[src/rtl/seg_scan_driver.sv]
// Multiplexed 8-digit seven-segment scan driver with a tear-free single-slot load path.
// Optional leading-zero blanking is enabled by defining SEG_LZ_BLANK_EN.
module seg_scan_driver #(
  parameter int unsigned REFRESH_DIV = 49999
) (
  input  logic        clk,
  input  logic        rstb,
  input  logic        load_valid,
  output logic        load_ready,
  input  logic [31:0] load_data,
  input  logic [7:0]  load_dp,
  output logic [7:0]  digit,
  output logic [7:0]  seg_data,
  output logic        frame_done
);

  localparam int PW = (REFRESH_DIV > 0) ? $clog2(REFRESH_DIV + 1) : 1;

  logic [PW-1:0] presc_r;
  logic [2:0]    idx_r;
  logic [31:0]   disp_data_r;
  logic [7:0]    disp_dp_r;
  logic [31:0]   pend_data_r;
  logic [7:0]    pend_dp_r;
  logic          pend_full_r;

  logic          tick_s;
  logic          frame_end_s;
  logic          load_fire_s;
  logic          commit_s;
  logic [3:0]    nib_s;
  logic          dp_sel_s;
  logic          blank_s;

  function automatic logic [6:0] seg7_f(input logic [3:0] nib);
    logic [6:0] code;
    case (nib)
      4'h0:    code = 7'h7E;
      4'h1:    code = 7'h30;
      4'h2:    code = 7'h6D;
      4'h3:    code = 7'h79;
      4'h4:    code = 7'h33;
      4'h5:    code = 7'h5B;
      4'h6:    code = 7'h5F;
      4'h7:    code = 7'h70;
      4'h8:    code = 7'h7F;
      4'h9:    code = 7'h7B;
      4'hA:    code = 7'h77;
      4'hB:    code = 7'h1F;
      4'hC:    code = 7'h4E;
      4'hD:    code = 7'h3D;
      4'hE:    code = 7'h4F;
      4'hF:    code = 7'h47;
      default: code = 7'h00;
    endcase
    return code;
  endfunction

`ifdef SEG_LZ_BLANK_EN
  // True when every nibble from the leftmost up to and including idx is zero.
  function automatic logic lead_zero_f(input logic [31:0] data, input logic [2:0] idx);
    logic z;
    z = 1'b1;
    for (int i = 0; i < 8; i++) begin
      if ((i <= int'(idx)) && (data[31-4*i -: 4] != 4'h0)) begin
        z = 1'b0;
      end
    end
    return z;
  endfunction
`endif

  assign tick_s      = (presc_r == PW'(REFRESH_DIV));
  assign frame_end_s = tick_s && (idx_r == 3'd7);
  assign load_fire_s = load_valid && !pend_full_r;
  assign commit_s    = frame_end_s && pend_full_r;

  assign load_ready  = !pend_full_r;
  assign frame_done  = frame_end_s;
  assign digit       = 8'h80 >> idx_r;

  // Prescaler and digit scan position.
  always_ff @(posedge clk or negedge rstb) begin
    if (!rstb) begin
      presc_r <= '0;
      idx_r   <= 3'd0;
    end else if (tick_s) begin
      presc_r <= '0;
      idx_r   <= idx_r + 3'd1;
    end else begin
      presc_r <= presc_r + PW'(1);
    end
  end

  // Pending slot capture and frame-boundary commit into the display register.
  always_ff @(posedge clk or negedge rstb) begin
    if (!rstb) begin
      pend_data_r <= 32'h0;
      pend_dp_r   <= 8'h00;
      pend_full_r <= 1'b0;
      disp_data_r <= 32'h0;
      disp_dp_r   <= 8'h00;
    end else if (commit_s) begin
      disp_data_r <= pend_data_r;
      disp_dp_r   <= pend_dp_r;
      pend_full_r <= 1'b0;
    end else if (load_fire_s) begin
      pend_data_r <= load_data;
      pend_dp_r   <= load_dp;
      pend_full_r <= 1'b1;
    end
  end

  // Segment decode for the currently selected digit.
  always_comb begin
    nib_s    = disp_data_r[{~idx_r, 2'b00} +: 4];
    dp_sel_s = disp_dp_r[~idx_r];
    blank_s  = 1'b0;
`ifdef SEG_LZ_BLANK_EN
    if ((idx_r != 3'd7) && !dp_sel_s && lead_zero_f(disp_data_r, idx_r)) begin
      blank_s = 1'b1;
    end else begin
      blank_s = 1'b0;
    end
`endif
    if (blank_s) begin
      seg_data = 8'h00;
    end else begin
      seg_data = {seg7_f(nib_s), dp_sel_s};
    end
  end

endmodule

[config.mk]
export PLATFORM = sky130hd
export DESIGN_NAME = seg_scan_driver
export DESIGN_NICKNAME = d
export VERILOG_FILES = /design/src/rtl/seg_scan_driver.sv
export SDC_FILE = /design/constraint.sdc
export NUM_CORES = 1
export LEC_CHECK = 0
export ABC_AREA = 1
export CAP_MARGIN = 10
export CORE_MARGIN = 4
export CORE_UTILIZATION = 56
export DETAILED_ROUTE_END_ITERATION = 10
export PLACE_DENSITY = 0.8
export SYNTH_ARGS = -nofsm -noshare
export SYNTH_HDL_FRONTEND = slang
export SYNTH_SLANG_ARGS = --single-unit
[constraint.sdc]
create_clock -name clk -period 2.5 [get_ports clk]
set_input_delay 0.375 -clock clk [delete_from_list [all_inputs] [get_ports clk]]
set_output_delay 0.375 -clock clk [all_outputs]
set_load 0.02 [all_outputs]
==> impl.org <==
** Clock network
- Hold buffer count at CTS :: 0
- CTS built an H-tree with a depth of 3.
- The clock drives 100 sinks.
- TritonCTS built the clock tree.
- Clock-pin slew was measured on the worst setup and hold paths at 0.10 ns.
- Number of buffers on the longest clock path :: 2
- TritonCTS buffer count :: 9
- Clock latency on the worst-skew pair, taken at its later pin, is 0.37 ns.
- CTS Root Cell :: sky130_fd_sc_hd__clkbuf_8

** Drt
- DRC marker count from the first detailed-route iteration :: 157
- Number of nets with antenna violations after detailed routing :: 0
- Count of TritonRoute iterations in the first routing pass :: 5
- After detailed routing, the number of remaining DRC violations is 0.
- DR WL/cell :: 13.5 µm
- Detailed-route vias per instance :: 5.14
- The routed design has 9900 µm of wire.
- The final route contains 3779 vias.

** Placement
- GPL Wtd Cong :: 0.857
- Standard cell area after detailed placement :: 5650 µm²
- DPL Wire Length :: 7240 µm
- During placement, the flow inserted port buffers numbering 60.
- Timing analysis after detailed placement gives a worst setup slack of -0.0943 ns.

** Die
- Placeable core area :: 8340 µm²
- The die is 101 µm wide.
- I/O pins :: 61
- After floorplanning, the core was divided into 33 placement rows.
- Total die area :: 10200 µm²
- Initial core utilization :: 58.2%
- Height of the chip :: 101 µm

** Critical path
- Category of the worst setup path capture point :: output pin
- By startpoint and endpoint, the worst setup path is classified as flop to output pin.
- STA puts the critical path data required time at 2.12 ns.
- Data arrival, critical path :: 2.02 ns
- Reg-to-reg slack, setup :: 0.46 ns
- Of all nets on the critical path, the largest fanout is 12.
- STA classifies the critical path startpoint as a flop.
- Measured in cells, the most critical reg-to-reg path has a length of 13.

** Yosys
- FF+latch count, synth :: 100
- Sorting the synthesized cells by area gives the leading types as sky130_fd_sc_hd__dfrtp_1 (52%), sky130_fd_sc_hd__nand2_1 (16%), sky130_fd_sc_hd__mux2_2 (9.3%).
- After synthesis, the share of flip-flops with an asynchronous set or reset is 100%.
- Share of the synthesized area in the top cell type :: 51.6%
- Counting every net in the synthesized netlist gives 607.
- Number of distinct library cell variants in the gate-level netlist after synthesis :: 27
- Summing the sequential cell areas from Yosys gives 51.6% of the chip area.
- Top cell type by total area after synthesis :: sky130_fd_sc_hd__dfrtp_1
- Counting instances in the post-synthesis netlist gives the leading cell types as sky130_fd_sc_hd__nand2_1 (208), sky130_fd_sc_hd__dfrtp_1 (100), sky130_fd_sc_hd__inv_1 (43).
- Most common cell in the netlist :: sky130_fd_sc_hd__nand2_1
- Summing every instance area after synthesis gives 4850 µm².
- Synthesis produced a netlist whose cell count is 550.
- Yosys printed 0 warnings.
- Prevailing post-synth register cell :: sky130_fd_sc_hd__dfrtp_1
- Dividing the synthesized area by the synthesized cell count gives 8.82 µm².
- The synthesized design contains 0 enable-type register cells.

** Power
- Switching share of power :: 24.4%
- Combinational share of power :: 5.3%
- Cell internal power was estimated by the tool at 2.16 mW.
- The analysis attributes to net switching a power of 0.699 mW.
- The design draws 2.86 mW.
- Sequential share of power :: 59.5%
- Leakage power total :: 3.15 nW
- Power per Cell Area :: 483 nW/µm²
- Across the VDD grid, the largest voltage drop is 0.000322 V.
- Per report_power, the clock group accounts for 35.2% of the total.

** Run
- Max-cap viol count :: 0

** Timing
- The smallest clock period supported by the final layout is computed as 2.40 ns.
- Headroom to the max-slew limit came out at 59.7%.
- Setup slack closes at 0.101 ns.
- The count of pins over their slew limit was 0.
- Final worst-path cycle share :: 96.0%
- Number of endpoints with negative hold slack in the final report :: 4
- Min Hold Slack :: -0.00337 ns
- Static timing analysis puts the maximum clock frequency at 417 MHz.
- Final setup violation count :: 0
- Slew at the pin closest to its max-slew limit :: 0.605 ns
- Fin Clk Skew :: 0.00769 ns
- RSZ-0062 raised after global routing :: true

** Global routing
- Number of antenna violations at the first check in global routing :: 0
- Global routing consumed, over all layers together, 21.1% of the routing resources.
- Entering global routing, the biggest net connects 48 pins.
- Wire length of the first global-routing pass :: 17100 µm
- Via count of the first global-routing pass :: 3741
- GRT overflow :: 0

** Final layout
- Area added between synthesis and finish :: 22.2%
- In the final layout, the share of cells above drive strength 1 is 20.2%.
- Antenna diode count :: 0
- With fillers left out, the area of the finished cells amounts to 5930 µm².
- For this run, the post-layout net count is 682.

** Hold path
- Type of the worst min-delay path :: primary input to asynchronous set/reset pin

** Run status
- Violations in the final reports :: negative hold slack
- The flow ran to the end, but the final reports show violations.
==> what timing repair did <==
item	CTS	global route
gates resized for setup	42	24
pin swaps	1	2
endpoints found under the setup margin	9	10
setup buffers	0	5
==> registers in the layout (all words and copies together), names as in the netlist <==
signal and cells:
disp_data_r 32, pend_data_r 32, presc_r 16, disp_dp_r 8, pend_dp_r 8, idx_r 3
pend_full_r 1
==> stage by stage <==
step | instances | utilization (%) | hold slack, ns | setup TNS [ns]
after floorplan | 550 | - | 0.0794 | 0
after detailed placement | 714 | 67.8 | 0.425 | -0.192
final | 735 | 71.1 | -0.00337 | 0
after CTS | 730 | 70.0 | 0.0169 | -0.0172
after global routing | 735 | 71.1 | 0.0385 | -0.228
after global placement | 714 | 67.8 | 0.418 | 0
==> critical path, stage by stage (launching register included) <==
cell and delay [ns]:
sky130_fd_sc_hd__dfrtp_1 0.41, sky130_fd_sc_hd__inv_2 0.08, sky130_fd_sc_hd__buf_12 0.12, sky130_fd_sc_hd__nand2_1 0.05, sky130_fd_sc_hd__nand3_1 0.07, sky130_fd_sc_hd__nand3_2 0.09
sky130_fd_sc_hd__nand2_2 0.11, sky130_fd_sc_hd__inv_2 0.05, sky130_fd_sc_hd__buf_4 0.13, sky130_fd_sc_hd__ha_1 0.17, sky130_fd_sc_hd__nand2_1 0.09, sky130_fd_sc_hd__nand3_1 0.07
sky130_fd_sc_hd__nand2_1 0.07, sky130_fd_sc_hd__buf_4 0.14
==> layout by cell type, fill, tap and decap left out, types with 3 or more instances in the layout <==
cell type                         instances
sky130_fd_sc_hd__nand2_1                200
sky130_fd_sc_hd__dfrtp_1                100
sky130_fd_sc_hd__clkdlybuf4s50_1         46
sky130_fd_sc_hd__mux2_2                  40
sky130_fd_sc_hd__inv_1                   39
sky130_fd_sc_hd__nor2_1                  34
sky130_fd_sc_hd__nand3_1                 33
sky130_fd_sc_hd__buf_4                   22
sky130_fd_sc_hd__nand2_2                 18
sky130_fd_sc_hd__ha_1                    12
sky130_fd_sc_hd__o21ai_0                  9
sky130_fd_sc_hd__clkbuf_8                 9
sky130_fd_sc_hd__xor2_1                   8
sky130_fd_sc_hd__inv_2                    7
sky130_fd_sc_hd__nor3_1                   5
sky130_fd_sc_hd__nand3_2                  4
sky130_fd_sc_hd__dlymetal6s2s_1           4
sky130_fd_sc_hd__buf_12                   4
sky130_fd_sc_hd__clkinv_2                 3
sky130_fd_sc_hd__inv_8                    3
sky130_fd_sc_hd__buf_2                    3
sky130_fd_sc_hd__buf_6                    3
==> layout make-up <==
cell class / count / area, µm²
clock inverter: 7 / 65.1
fill: 644 / 2410
multi-input combinational: 381 / 2100
clock buffer: 9 / 124
timing repair buffer: 84 / 822
tap: 105 / 131
inverter: 49 / 186
sequential: 100 / 2500
==> final timing paths <==
kind	start	to
setup / recovery	idx_r[0]	seg_data[4]
hold / removal	rstb	presc_r[15]
min in group clk	presc_r[0]	presc_r[0]
hold reg to reg	presc_r[0]	presc_r[0]
setup reg to reg	presc_r[0]	disp_dp_r[6]
max in group asynchronous	rstb	pend_data_r[20]
==> cells by family after synthesis <==
group	Yosys count	share of synthesized area, %
AO/OA/AOI/OAI	17	1.88
XOR/XNOR	10	1.80
adder cells (fa/ha/maj)	14	3.61
buffers and inverters	69	6.37
flip-flops	100	51.6
multiplexers	40	9.28
AND/OR/NAND/NOR	300	25.5
==> power by group through the flow <==
stage	logic (mW)	registers, mW	clock network, mW
2_1_floorplan	0.0480	1.73	0
3_3_place_gp	0.150	1.73	0
3_5_place_dp	0.157	1.74	0
4_1_cts	0.157	1.70	1.04
5_1_grt	0.168	1.71	1.11
6_report	0.152	1.70	1.01
==> per-layer routing <==
| metal | GRT usage [%] | vias up | share of wire [%] |
|---|---|---|---|
| met5 | 0 | - | 0 |
| met4 | 5.62 | 0 | 0.98 |
| met3 | 4.98 | 11 | 4.8 |
| met2 | 33.9 | 80 | 49 |
| met1 | 28.9 | 1824 | 45 |
| li1 | - | 1864 | - |
(Power assumes the default switching activity.)
